`src/rtl/carpma_birimi_pkg.sv`:
```
// Shared definitions for the iterative shift-add multiplier: RV32M operation
// codes, FSM state encoding and the operand magnitude helper.
package carpma_birimi_pkg;

    localparam logic [1:0] CARPMA_MUL    = 2'b00;
    localparam logic [1:0] CARPMA_MULH   = 2'b01;
    localparam logic [1:0] CARPMA_MULHSU = 2'b10;
    localparam logic [1:0] CARPMA_MULHU  = 2'b11;

    localparam logic [4:0] SON_ADIM = 5'd31;

    typedef enum logic [1:0] {
        BOS     = 2'b00,
        HESAPLA = 2'b01,
        SONUC   = 2'b10
    } durum_t;

    // 0x80000000 maps to itself, which is its correct unsigned magnitude.
    function automatic logic [31:0] mutlak(input logic [31:0] deger, input logic isaretli);
        logic [31:0] sonuc_v;
        if (isaretli && deger[31]) begin
            sonuc_v = ~deger + 32'd1;
        end else begin
            sonuc_v = deger;
        end
        return sonuc_v;
    endfunction

endpackage

```
`src/rtl/carpma_birimi.sv`:
```
// Iterative radix-2 shift-add multiplier for MUL/MULH/MULHSU/MULHU.
// Magnitudes are multiplied unsigned; the sign is applied in the result cycle.
module carpma_birimi
    import carpma_birimi_pkg::*;
(
    input  logic        clk_i,
    input  logic        rst_ni,
    input  logic        basla_i,
    input  logic [1:0]  islem_i,
    input  logic [31:0] carpilan_i,
    input  logic [31:0] carpan_i,
    output logic [31:0] sonuc_o,
    output logic        bitti_o
);

    durum_t      durum_r, durum_s;
    logic [4:0]  sayac_r, sayac_s;
    logic [63:0] carpim_r, carpim_s;
    logic [31:0] carpilan_r, carpilan_s;
    logic        isaret_r, isaret_s;
    logic [1:0]  islem_r, islem_s;
    logic        carpilan_isaretli_s;
    logic        carpan_isaretli_s;
    logic [32:0] toplam_s;
    logic [63:0] carpim_son_s;

    // Operand signedness implied by the incoming operation code
    always_comb begin
        carpilan_isaretli_s = (islem_i == CARPMA_MULH) || (islem_i == CARPMA_MULHSU);
        carpan_isaretli_s   = (islem_i == CARPMA_MULH);
    end

    // Next-state and datapath update; a dropped request returns to BOS
    always_comb begin
        durum_s    = durum_r;
        sayac_s    = sayac_r;
        carpim_s   = carpim_r;
        carpilan_s = carpilan_r;
        isaret_s   = isaret_r;
        islem_s    = islem_r;
        toplam_s   = {1'b0, carpim_r[63:32]} + (carpim_r[0] ? {1'b0, carpilan_r} : 33'd0);
        case (durum_r)
            BOS: begin
                if (basla_i) begin
                    islem_s    = islem_i;
                    carpilan_s = mutlak(carpilan_i, carpilan_isaretli_s);
                    carpim_s   = {32'd0, mutlak(carpan_i, carpan_isaretli_s)};
                    isaret_s   = (carpilan_isaretli_s & carpilan_i[31]) ^
                                 (carpan_isaretli_s & carpan_i[31]);
                    sayac_s    = 5'd0;
                    durum_s    = HESAPLA;
                end else begin
                    durum_s = BOS;
                end
            end
            HESAPLA: begin
                if (!basla_i) begin
                    durum_s = BOS;
                    sayac_s = 5'd0;
                end else begin
                    carpim_s = {toplam_s, carpim_r[31:1]};
                    sayac_s  = sayac_r + 5'd1;
                    if (sayac_r == SON_ADIM) begin
                        durum_s = SONUC;
                    end else begin
                        durum_s = HESAPLA;
                    end
                end
            end
            SONUC: begin
                durum_s = BOS;
                sayac_s = 5'd0;
            end
            default: begin
                durum_s = BOS;
                sayac_s = 5'd0;
            end
        endcase
    end

    // State and datapath registers
    always_ff @(posedge clk_i or negedge rst_ni) begin
        if (!rst_ni) begin
            durum_r    <= BOS;
            sayac_r    <= 5'd0;
            carpim_r   <= 64'd0;
            carpilan_r <= 32'd0;
            isaret_r   <= 1'b0;
            islem_r    <= 2'b00;
        end else begin
            durum_r    <= durum_s;
            sayac_r    <= sayac_s;
            carpim_r   <= carpim_s;
            carpilan_r <= carpilan_s;
            isaret_r   <= isaret_s;
            islem_r    <= islem_s;
        end
    end

    // Signed fix-up of the 64-bit product and half selection; bitti_o releases the stall
    always_comb begin
        if (isaret_r) begin
            carpim_son_s = ~carpim_r + 64'd1;
        end else begin
            carpim_son_s = carpim_r;
        end
        if (islem_r == CARPMA_MUL) begin
            sonuc_o = carpim_son_s[31:0];
        end else begin
            sonuc_o = carpim_son_s[63:32];
        end
        bitti_o = !basla_i || (durum_r == SONUC);
    end

endmodule

```
`config.mk`:
```
export PLATFORM = sky130hd
export DESIGN_NAME = carpma_birimi
export DESIGN_NICKNAME = d
export VERILOG_FILES = /design/src/rtl/carpma_birimi_pkg.sv /design/src/rtl/carpma_birimi.sv
export SDC_FILE = /design/constraint.sdc
export NUM_CORES = 1
export LEC_CHECK = 0
export BUFFER_PORTS_ARGS = -buffer_cell sky130_fd_sc_hd__buf_2
export CAP_MARGIN = 0
export CELL_PAD_IN_SITES_DETAIL_PLACEMENT = 2
export CELL_PAD_IN_SITES_GLOBAL_PLACEMENT = 2
export CORE_MARGIN = 2
export CORE_UTILIZATION = 32
export DETAILED_ROUTE_END_ITERATION = 7
export HOLD_SLACK_MARGIN = 0.12
export PLACE_DENSITY_LB_ADDON = 0.2
export REMOVE_ABC_BUFFERS = 1
export SYNTH_ARGS = -nofsm -noshare
export SYNTH_HDL_FRONTEND = slang
export SYNTH_SLANG_ARGS = --single-unit
```
`constraint.sdc`:
```
create_clock -name clk_i -period 3.1 [get_ports clk_i]
set_clock_uncertainty 0.05 [all_clocks]
set_input_delay 0.465 -clock clk_i [delete_from_list [all_inputs] [get_ports clk_i]]
set_output_delay 0.465 -clock clk_i [all_outputs]
set_load 0.05 [all_outputs]
```
==> impl_metrics.env, run 1 <==
export IMPL_dp_hpwl_mm=27.85
export IMPL_synth_ff_type="dfrtp_1"
export IMPL_r2r_end="carpim_r[60]$_DFFE_PN0P_"
export IMPL_yosys_top_cells_area="dfrtp_1 (29%), o21ai_0 (8.6%), nand2_1 (7.7%), xor2_1 (7.7%), xnor2_1 (6.2%)"
export IMPL_cts_root_buf="clkbuf_16"
export IMPL_numCtsBuffers=9
export IMPL_ir_drop_mv=0.3948
export IMPL_holdPathStages=3
export IMPL_num_vias=11000
export IMPL_areaGrowthSynthToFinish_pct=43.95
export IMPL_gp_congestion=0.8449
export IMPL_rows=61
export IMPL_synth_xor_area_share_pct=13.92
export IMPL_synth_seq_cells=106
export IMPL_cellLeakagePower_nw=5.572
export IMPL_p_clk_share_pct=16.8
export IMPL_synth_compound_area_share_pct=22.72
export IMPL_fin_crit_ps=4025
export IMPL_grt_antenna_before_repair=0
export IMPL_violations="negative setup slack"
export IMPL_cts_sinks=106
export IMPL_finalHoldViolCount=0
export IMPL_min_from="islem_i[0]"
export IMPL_reg2reg_from="carpim_r[0]$_DFFE_PN0P_"
export IMPL_worstSetupPathType="reg2out"
export IMPL_yosysWarnings=0
export IMPL_final_cells=1834
export IMPL_dieHeight_um=172.9
export IMPL_slew_headroom_pct=39.08
export IMPL_cp_end_kind="output port"
export IMPL_tightest_slew_ps=913.8
export IMPL_dp_slack_ps=-414.0
export IMPL_clock_fmax_mhz=248.4
export IMPL_cts_tree="yes"
export IMPL_clkLatencyLatePin_ps=380
export IMPL_drive_gt1_share_pct=34.50
export IMPL_switchingPower_mw=3.555
export IMPL_p_per_area_nw_per_um2=555.5
export IMPL_startpoint_type="flip-flop"
export IMPL_drv_cap=0
export IMPL_drtIter0Drc=775
export IMPL_crit_fanout=5
export IMPL_gr_total_overflow=0
export IMPL_io_pins=102
export IMPL_worstHoldEndpoint="islem_r[0]$_DFFE_PN0P_"
export IMPL_die_w_um=172.9
export IMPL_clk_pin_slew_worst_paths_ps=80
export IMPL_rrSetupSlack_ps=-190
export IMPL_grt_usage_pct=27.16
export IMPL_p_sw_share_pct=48.73
export IMPL_rr_worst_depth=14
export IMPL_syn_inst=1189
export IMPL_synth_area_sq_um=9125
export IMPL_htreeDepth=3
export IMPL_synth_top_family_by_area="simple AND/OR/NAND/NOR gates"
export IMPL_start_util_pct=32.67
export IMPL_dp_cells=1776
export IMPL_p_seq_share_pct=24.8
export IMPL_n_fill_cell=3091
export IMPL_setup_violations_final=40
export IMPL_layout_setup_ws_ps=-925.4
export IMPL_crit_required_ps=2580
export IMPL_grt_pass1_vias=11370
export IMPL_hp_class="in2reg"
export IMPL_synth_cell_types=66
export IMPL_yosysSeqAreaShare_pct=29.07
export IMPL_p_int_mw=3.741
export IMPL_status="finished with violations"
export IMPL_yosysTopAreaCell="dfrtp_1"
export IMPL_drt_pass1_iter_count=5
export IMPL_synth_mux_area_share_pct=1.755
export IMPL_routedWlPerCell_um=28.08
export IMPL_drt_total_wl_mm=51.49
export IMPL_grt_pass1_wl_mm=64.82
export IMPL_synth_fa_ha_area_share_pct=5.430
export IMPL_grt_max_degree=72
export IMPL_synth_edf_count=0
export IMPL_postRouteAntennaNets=0
export IMPL_viasPerCell=5.995
export IMPL_numPortBuffers=101
export IMPL_ctsLongestPathBuffers=2
export IMPL_synth_avg_cell_area_sq_um=7.675
export IMPL_synthSimpleGateAreaFrac_pct=23.32
export IMPL_drv_slew=0
export IMPL_finalCritPeriodShare_pct=129.9
export IMPL_total_power_mw=7.297
export IMPL_finalCoreUtilization_pct=47.02
export IMPL_finalSetupTns_ps=-21490
export IMPL_dieArea_sq_um=29880
export IMPL_combPwrFrac_pct=58.5
export IMPL_cp_data_arrival_time_ps=3510
export IMPL_rsz0062_at_grt="yes"
export IMPL_num_nets_final=1558
export IMPL_drc=0
export IMPL_core_area_sq_um=27930
export IMPL_async_flop_share_pct=100.0
export IMPL_synth_top_area_share_pct=29.07
==> through the flow <==
step / area (sq um) / hold WS (ps)
3_5_place_dp: 11200 / 416.8
5_1_grt: 13130 / 261.1
6_report: 13140 / 253.6
3_3_place_gp: 11200 / 405.4
4_1_cts: 12390 / 249.5
2_1_floorplan: 8877 / 119.4
==> worst max-delay path by stage <==
stage                                   startpoint          end  slack [ps]  depth (start not counted)
after floorplan            carpim_r[9]$_DFFE_PN0P_  sonuc_o[26]        -750                          7
after global placement    carpim_r[41]$_DFFE_PN0P_  sonuc_o[29]        -360                         10
after detailed placement  carpim_r[41]$_DFFE_PN0P_  sonuc_o[29]        -410                         10
after CTS                 carpim_r[41]$_DFFE_PN0P_  sonuc_o[29]        -620                         10
after global routing      carpim_r[36]$_DFFE_PN0P_  sonuc_o[24]        -890                         11
final                     carpim_r[36]$_DFFE_PN0P_  sonuc_o[24]        -930                         11
==> synth_stat cells (11+ instances only) <==
master and count:
inv_1 25, and3_1 11, o21ai_0 157, nand3_1 20, ha_1 38, a31oi_1 13, nor3_1 18, or3_1 18
a21oi_1 93, xor2_1 80, nand2_1 188, clkbuf_1 58, dfrtp_1 106, nor4_1 11, and2_1 33, o41ai_1 12
nor2_1 80, mux2i_1 16, xnor2_1 65, o31ai_1 28, nand4_1 14
==> power by group through the flow <==
stage | Combinational [mW] | Clock (mW) | Sequential (mW)
2_1_floorplan | 1.77 | 0 | 1.82
3_3_place_gp | 3.06 | 0 | 1.76
3_5_place_dp | 3.15 | 0 | 1.78
4_1_cts | 3.61 | 1.19 | 1.76
5_1_grt | 4.43 | 1.28 | 1.82
6_report | 4.27 | 1.22 | 1.81
==> state kept, by name (all words and copies together) (netlist names) <==
signal / cells
carpim_r: 64
carpilan_r: 32
sayac_r: 5
durum_r: 2
islem_r: 2
isaret_r: 1
==> per-layer routing <==
| metal | track usage [%] | vias up | wire length [um] |
|---|---|---|---|
| li1 | - | 4719 | - |
| met1 | 33.00 | 5688 | 20330 |
| met2 | 48.80 | 425 | 26640 |
| met3 | 3.496 | 163 | 2286 |
| met4 | 10.24 | 0 | 2239 |
| met5 | 0 | - | 0 |
==> final cells by class <==
cell class | instances | area, sq um | area share (%)
Antenna cell | 1 | 2.502 | 0.01905
Inverter | 26 | 100.1 | 0.7620
Clock buffer | 9 | 225.2 | 1.715
Multi-Input combinational cell | 993 | 7249 | 55.19
Timing Repair Buffer | 314 | 2375 | 18.08
Sequential cell | 106 | 2655 | 20.21
Tap cell | 378 | 473.0 | 3.601
Clock inverter | 7 | 55.05 | 0.4191
==> critical path: stages (launching register included) <==
cell and delay, ps:
dfrtp_1 530, nor4_1 680, buf_4 280, nand2_1 100, buf_4 170, or3_4 450, buf_6 160, o21ai_4 140
xnor2_1 150, nand2_1 130, o21ai_2 160, buf_6 190
==> cell families after synthesis <==
| logic type | count (synthesis) |
|---|---|
| multiplexers | 16 |
| AO/OA/AOI/OAI | 354 |
| adder cells (fa/ha/maj) | 39 |
| flip-flops | 106 |
| buffers and inverters | 90 |
| AND/OR/NAND/NOR | 439 |
| XOR/XNOR | 145 |
==> timing repair <==
item	in CTS	in global routing
buffers inserted	20	25
resized for setup	185	116
cloned	0	0
hold buffers	1	0
endpoints found under the setup margin	43	54
pin swaps	42	56
endpoints found under the hold margin	41	0
==> layout by cell type (no fill, tap or decap), types with 15 or more instances in the layout <==
cell	n
o31ai_1	19
xnor2_1	64
mux2i_1	16
o21ai_0	122
dfrtp_1	104
nor2_1	75
a21oi_1	75
ha_4	19
nor3_1	15
xor2_1	72
buf_4	204
buf_6	36
a21oi_2	15
ha_1	18
o21ai_1	19
inv_1	22
and2_1	25
nand2_1	174
buf_2	68
nand3_1	15
No activity file was read; power rests on OpenSTA's default activity.
==> run 2, diff against run 1 <==
Clock period 3.1 ns to 3.55 ns, I/O delays scaled along.
==> impl_metrics.env, run 2 (same netlist as run 1, synthesis figures left out) <==
export IMPL_numCtsBuffers=9
export IMPL_routedWlPerCell_um=20.04
export IMPL_grt_pass1_wl_mm=54.57
export IMPL_worstSetupPathType="reg2out"
export IMPL_cts_root_buf="clkbuf_16"
export IMPL_num_nets_final=1429
export IMPL_violations="negative setup slack"
export IMPL_drv_slew=0
export IMPL_layout_common_cells="nand2_1 (181), o21ai_0 (139), dfrtp_1 (102)"
export IMPL_die_w_um=172.9
export IMPL_grt_antenna_before_repair=0
export IMPL_cp_end_kind="output port"
export IMPL_dp_cells=1677
export IMPL_path_cells="or4_4 > nor4b_4 > buf_4 > nand2_4 > or3_4 > or3_4 > o31ai_4 > xor2_1 > mux2i_1 > buf_4"
export IMPL_tightest_slew_ps=1006
export IMPL_cp_data_arrival_time_ps=3220
export IMPL_core_area_sq_um=27930
export IMPL_fin_crit_ps=3800
export IMPL_p_per_area_nw_per_um2=480.8
export IMPL_gr_total_overflow=0
export IMPL_cts_tree="yes"
export IMPL_clkLatencyLatePin_ps=360
export IMPL_areaGrowthSynthToFinish_pct=24.11
export IMPL_startpoint_type="flip-flop"
export IMPL_p_clk_share_pct=20.3
export IMPL_dieHeight_um=172.9
export IMPL_postCtsHoldBufs=0
export IMPL_num_vias=9324
export IMPL_finalHoldViolCount=0
export IMPL_io_pins=102
export IMPL_drc=0
export IMPL_dp_slack_ps=6.719
export IMPL_gp_congestion=0.8255
export IMPL_p_sw_share_pct=45.17
export IMPL_drt_total_wl_mm=34.13
export IMPL_grt_usage_pct=22.47
export IMPL_layout_commonest_cell="nand2_1"
export IMPL_status="finished with violations"
export IMPL_p_seq_share_pct=29.1
export IMPL_cellLeakagePower_nw=4.821
export IMPL_hp_class="in2async"
export IMPL_setup_violations_final=16
export IMPL_rsz0062_at_grt="yes"
export IMPL_numPortBuffers=101
export IMPL_finalCritPeriodShare_pct=107.0
export IMPL_cp_slowest_cell="or4_4"
export IMPL_crit_required_ps=2970
export IMPL_layout_setup_ws_ps=-249.8
export IMPL_drtIter0Drc=412
export IMPL_rows=61
export IMPL_viasPerCell=5.475
export IMPL_ctsLongestPathBuffers=2
export IMPL_grt_max_degree=67
export IMPL_dieArea_sq_um=29880
export IMPL_drt_pass1_iter_count=5
export IMPL_drive_gt1_share_pct=21.58
export IMPL_combPwrFrac_pct=50.6
export IMPL_cpPeakStageDelay_ps=560
export IMPL_largest_register_ffs=64
export IMPL_setup_worst_path_start="carpim_r[38]$_DFFE_PN0P_"
export IMPL_antenna_cells=0
export IMPL_clk_pin_slew_worst_paths_ps=70
export IMPL_slew_headroom_pct=32.94
export IMPL_dp_hpwl_mm=25.94
export IMPL_drv_cap=0
export IMPL_switchingPower_mw=2.460
export IMPL_htreeDepth=3
export IMPL_reg_top3="carpim_r (64), carpilan_r (32), sayac_r (5)"
export IMPL_p_int_mw=2.986
export IMPL_start_util_pct=32.67
export IMPL_largest_register="carpim_r"
export IMPL_cts_sinks=106
export IMPL_crit_fanout=4
export IMPL_ir_drop_mv=0.3217
export IMPL_grt_pass1_vias=9976
export IMPL_postRouteAntennaNets=0
export IMPL_clock_fmax_mhz=263.2
export IMPL_reg2reg_from="carpim_r[0]$_DFFE_PN0P_"
export IMPL_final_cells=1703
[run 2: cell types whose count changed in the layout (fill, tap and decap cells not counted), moves of 11 or more]
cell and delta:
a21oi_1 +11, buf_6 -22, o21ai_1 -13, buf_4 -104
ha_4 -19, o21ai_0 +17, ha_1 +20
[run 2: critical path: cells and delay by family (launching register included)]
family | cells | cell delay, ps
and+or+nand+nor | 5 | 1630
DFF | 1 | 400
buffers and inverters | 2 | 380
AOI/OAI and AO/OA | 1 | 190
xor gates and xnor gates | 1 | 160
muxes | 1 | 80
[run 2: what timing repair did]
item	CTS	global route
resized for setup	61	83
endpoints found under the setup margin	30	34
pin swaps	10	19
buffers inserted	3	8
[run 2: per-layer routing]
metal	wire length [um]	vias up	GRT usage [%]
met5	0	-	0
met4	480	0	4.944
met3	888	30	2.507
met2	17120	120	38.73
met1	15650	4728	30.25
li1	-	4446	-
[run 2: final timing paths]
path | end | slack (ps) | cells after the start
max | sonuc_o[29] | -250 | 10
min | carpilan_r[8]$_DFFE_PN0P_ | 180 | 1
max reg2reg | carpim_r[61]$_DFFE_PN0P_ | 250 | 11
min reg2reg | carpilan_r[11]$_DFFE_PN0P_ | 430 | 2
max in group asynchronous | carpim_r[11]$_DFFE_PN0P_ | 2460 | 2
min in group clk_i | islem_r[0]$_DFFE_PN0P_ | 350 | 3
[run 2: power groups by stage]
stage	Combinational (mW)	Clock (mW)	Sequential, mW
floorplan	1.54	0	1.59
global placement	2.36	0	1.58
detailed placement	2.41	0	1.59
CTS	2.58	1.13	1.58
global route	2.99	1.17	1.61
finish	2.75	1.10	1.59
[run 2: final cells by class]
type	instances	area, sq um
sequential	106	2658
inverter	26	97.59
clock buffer	12	236.5
multi-input combinational	993	6529
timing repair buffer	185	1266
tap	378	473.0
fill	3281	16610
clock inverter	3	65.06
[run 2: per-stage QoR]
| step | power (mW) | utilization, % | instance area (sq um) | setup TNS [ps] | hold WS [ps] |
|---|---|---|---|---|---|
| after CTS | 5.287 | 39.17 | 10940 | -1594 | 220.7 |
| after floorplan | 3.133 | - | 8877 | -2781 | 186.9 |
| after global routing | 5.773 | 40.54 | 11320 | -3949 | 243.9 |
| final | 5.445 | 40.54 | 11320 | -1550 | 179.3 |
| after global placement | 3.942 | 37.29 | 10420 | 0 | 405.3 |
| after detailed placement | 4.005 | 37.29 | 10420 | 0 | 415.2 |
==> run 3, diff against run 2 <==
Settings changed: ABC_AREA from default to 1, CORE_UTILIZATION 32 to 29.
==> impl_metrics.env, run 3 <==
export IMPL_status="complete, no violations"
export IMPL_grt_antenna_before_repair=0
export IMPL_drv_slew=0
export IMPL_cp_data_arrival_time_ps=2820
export IMPL_viasPerCell=5.135
export IMPL_drive_gt1_share_pct=9.095
export IMPL_synth_top_family_by_area="simple AND/OR/NAND/NOR gates"
export IMPL_crit_fanout=10
export IMPL_clkLatencyLatePin_ps=390
export IMPL_path_cells="clkinv_2 > ha_1 > nand2_2 > nor2_2 > nand3_1 > o21bai_4 > nand3_1 > nand2_1 > nand3_1 > nand2_1 > buf_2"
export IMPL_cts_sinks=106
export IMPL_numCtsBuffers=9
export IMPL_yosysTopAreaCell="dfrtp_1"
export IMPL_synth_xor_area_share_pct=1.930
export IMPL_synth_ff_type="dfrtp_1"
export IMPL_io_pins=102
export IMPL_rsz0062_at_grt="no"
export IMPL_layout_common_cells="nand2_1 (695), inv_1 (263), nor2_1 (238)"
export IMPL_start_util_pct=29.36
export IMPL_path_common_cell="nand3_1"
export IMPL_final_cells=2607
export IMPL_ctsLongestPathBuffers=2
export IMPL_p_per_area_nw_per_um2=443.6
export IMPL_worstSetupPathType="reg2out"
export IMPL_post_cts_buffers=0
export IMPL_synth_avg_cell_area_sq_um=5.645
export IMPL_cp_end_kind="output port"
export IMPL_gp_congestion=0.9059
export IMPL_synth_most_common_cell="nand2_1"
export IMPL_critical_path_buf_inv_count=2
export IMPL_layout_commonest_cell="nand2_1"
export IMPL_largest_register="carpim_r"
export IMPL_areaGrowthSynthToFinish_pct=11.87
export IMPL_rows=72
export IMPL_gr_total_overflow=0
export IMPL_yosysWarnings=0
export IMPL_numPortBuffers=101
export IMPL_crit_family="simple AND/OR/NAND/NOR gates"
export IMPL_finalSetupTns_ps=0
export IMPL_antenna_cells=0
export IMPL_dieArea_sq_um=40720
export IMPL_drtIter0Drc=535
export IMPL_finalHoldViolCount=0
export IMPL_cts_resized=0
export IMPL_synth_seq_cells=106
export IMPL_grt_pass1_wl_mm=81.23
export IMPL_clock_fmax_mhz=293.7
export IMPL_yosysSeqAreaShare_pct=23.38
export IMPL_syn_inst=2010
export IMPL_grt_pass1_vias=14850
export IMPL_postRouteAntennaNets=0
export IMPL_clk_pin_slew_worst_paths_ps=80
export IMPL_drt_pass1_iter_count=4
export IMPL_drc=0
export IMPL_htreeDepth=3
export IMPL_async_flop_share_pct=100.0
export IMPL_cts_root_buf="clkbuf_16"
export IMPL_drv_cap=0
export IMPL_dp_cells=2591
export IMPL_grt_max_degree=55
export IMPL_synth_top_area_share_pct=23.38
export IMPL_dieHeight_um=201.8
export IMPL_n_fill_cell=5007
export IMPL_synth_compound_area_share_pct=13.09
export IMPL_synth_fa_ha_area_share_pct=4.367
export IMPL_cts_tree="yes"
export IMPL_die_w_um=201.8
export IMPL_synth_area_sq_um=11350
export IMPL_synthSimpleGateAreaFrac_pct=46.11
export IMPL_ir_drop_mv=0.2298
export IMPL_fin_crit_ps=3405
export IMPL_core_area_sq_um=38650
export IMPL_synth_edf_count=0
export IMPL_reg_top3="carpim_r (64), carpilan_r (32), sayac_r (5)"
export IMPL_ys_top_cells_by_count="nand2_1 (695), inv_1 (263), nor2_1 (238)"
export IMPL_num_vias=13390
export IMPL_synth_mux_area_share_pct=0
export IMPL_setup_violations_final=0
export IMPL_slew_headroom_pct=36.59
export IMPL_postCtsHoldBufs=0
export IMPL_drt_total_wl_mm=50.97
export IMPL_synth_cell_types=49
export IMPL_finalCritPeriodShare_pct=95.93
export IMPL_yosys_top_cells_area="dfrtp_1 (23%), nand2_1 (23%), inv_1 (8.7%), nand3_1 (8.6%), nor2_1 (7.9%)"
export IMPL_routedWlPerCell_um=19.55
export IMPL_hp_class="in2async"
export IMPL_cp_slowest_cell="dfrtp_1"
export IMPL_tightest_slew_ps=951.1
export IMPL_grt_usage_pct=25.45
export IMPL_num_nets_final=2192
export IMPL_cpPeakStageDelay_ps=450
export IMPL_largest_register_ffs=64
export IMPL_cellLeakagePower_nw=6.745
export IMPL_crit_required_ps=2970
export IMPL_dp_hpwl_mm=42.27
export IMPL_startpoint_type="flip-flop"
==> run 3: final timing paths <==
kind / to / from / slack, ps / cells after the start
min in group clk_i: islem_r[0]$_DFFE_PN0P_ / islem_i[0] / 350 / 3
min: carpilan_r[1]$_DFFE_PN0P_ / rst_ni / 120 / 1
max: sonuc_o[24] / carpim_r[0]$_DFFE_PN0P_ / 140 / 11
min reg2reg: carpilan_r[11]$_DFFE_PN0P_ / carpilan_r[11]$_DFFE_PN0P_ / 440 / 2
max in group asynchronous: carpim_r[20]$_DFFE_PN0P_ / rst_ni / 2530 / 2
max reg2reg: carpim_r[47]$_DFFE_PN0P_ / carpim_r[0]$_DFFE_PN0P_ / 310 / 16
==> run 3: cells by family after synthesis <==
logic type      after synthesis
compound gates              275
buf+inv                     327
flops                       106
xor+xnor                     25
simple gates               1238
fa+ha+maj                    39
==> run 3: power breakdown <==
part / leakage, nW / internal, mW / switching, mW
clock network: 0.133 / 0.546 / 0.547
registers: 1.34 / 1.38 / 0.259
logic: 5.27 / 0.776 / 2.12
total: 6.74 / 2.70 / 2.92
==> run 3: per-layer routing <==
metal | vias to the layer above | global-route usage (%) | wire [um]
met5 | - | 0 | 0
met4 | 0 | 11.00 | 1984
met3 | 74 | 2.096 | 1136
met2 | 205 | 47.62 | 26130
met1 | 6570 | 29.52 | 21720
li1 | 6538 | - | -
==> run 3: area by class of cell <==
class                   count  area (sq um)  share of cell area (%)
flip-flops and latches    106          2654                   20.91
multi-input cells        1577          7436                   58.59
repair buffers            115         625.6                   4.929
inverters                 275          1033                   8.143
clock buffers               9         225.2                   1.774
well taps                 518         648.1                   5.106
clock inverters             7         70.07                  0.5520
==> run 3: through the flow <==
stage | worst slack [ps] | cell area (sq um) | util (%) | hold slack [ps] | power [mW]
global route | 20.80 | 12690 | 32.84 | 170.5 | 6.047
finish | 144.6 | 12690 | 32.84 | 117.6 | 5.630
global placement | 389.4 | 12400 | 32.08 | 415.8 | 4.468
detailed placement | 362.4 | 12400 | 32.08 | 421.8 | 4.559
floorplan | 12.10 | 11120 | - | 186.9 | 3.519
CTS | 135.2 | 12690 | 32.84 | 134.7 | 5.687
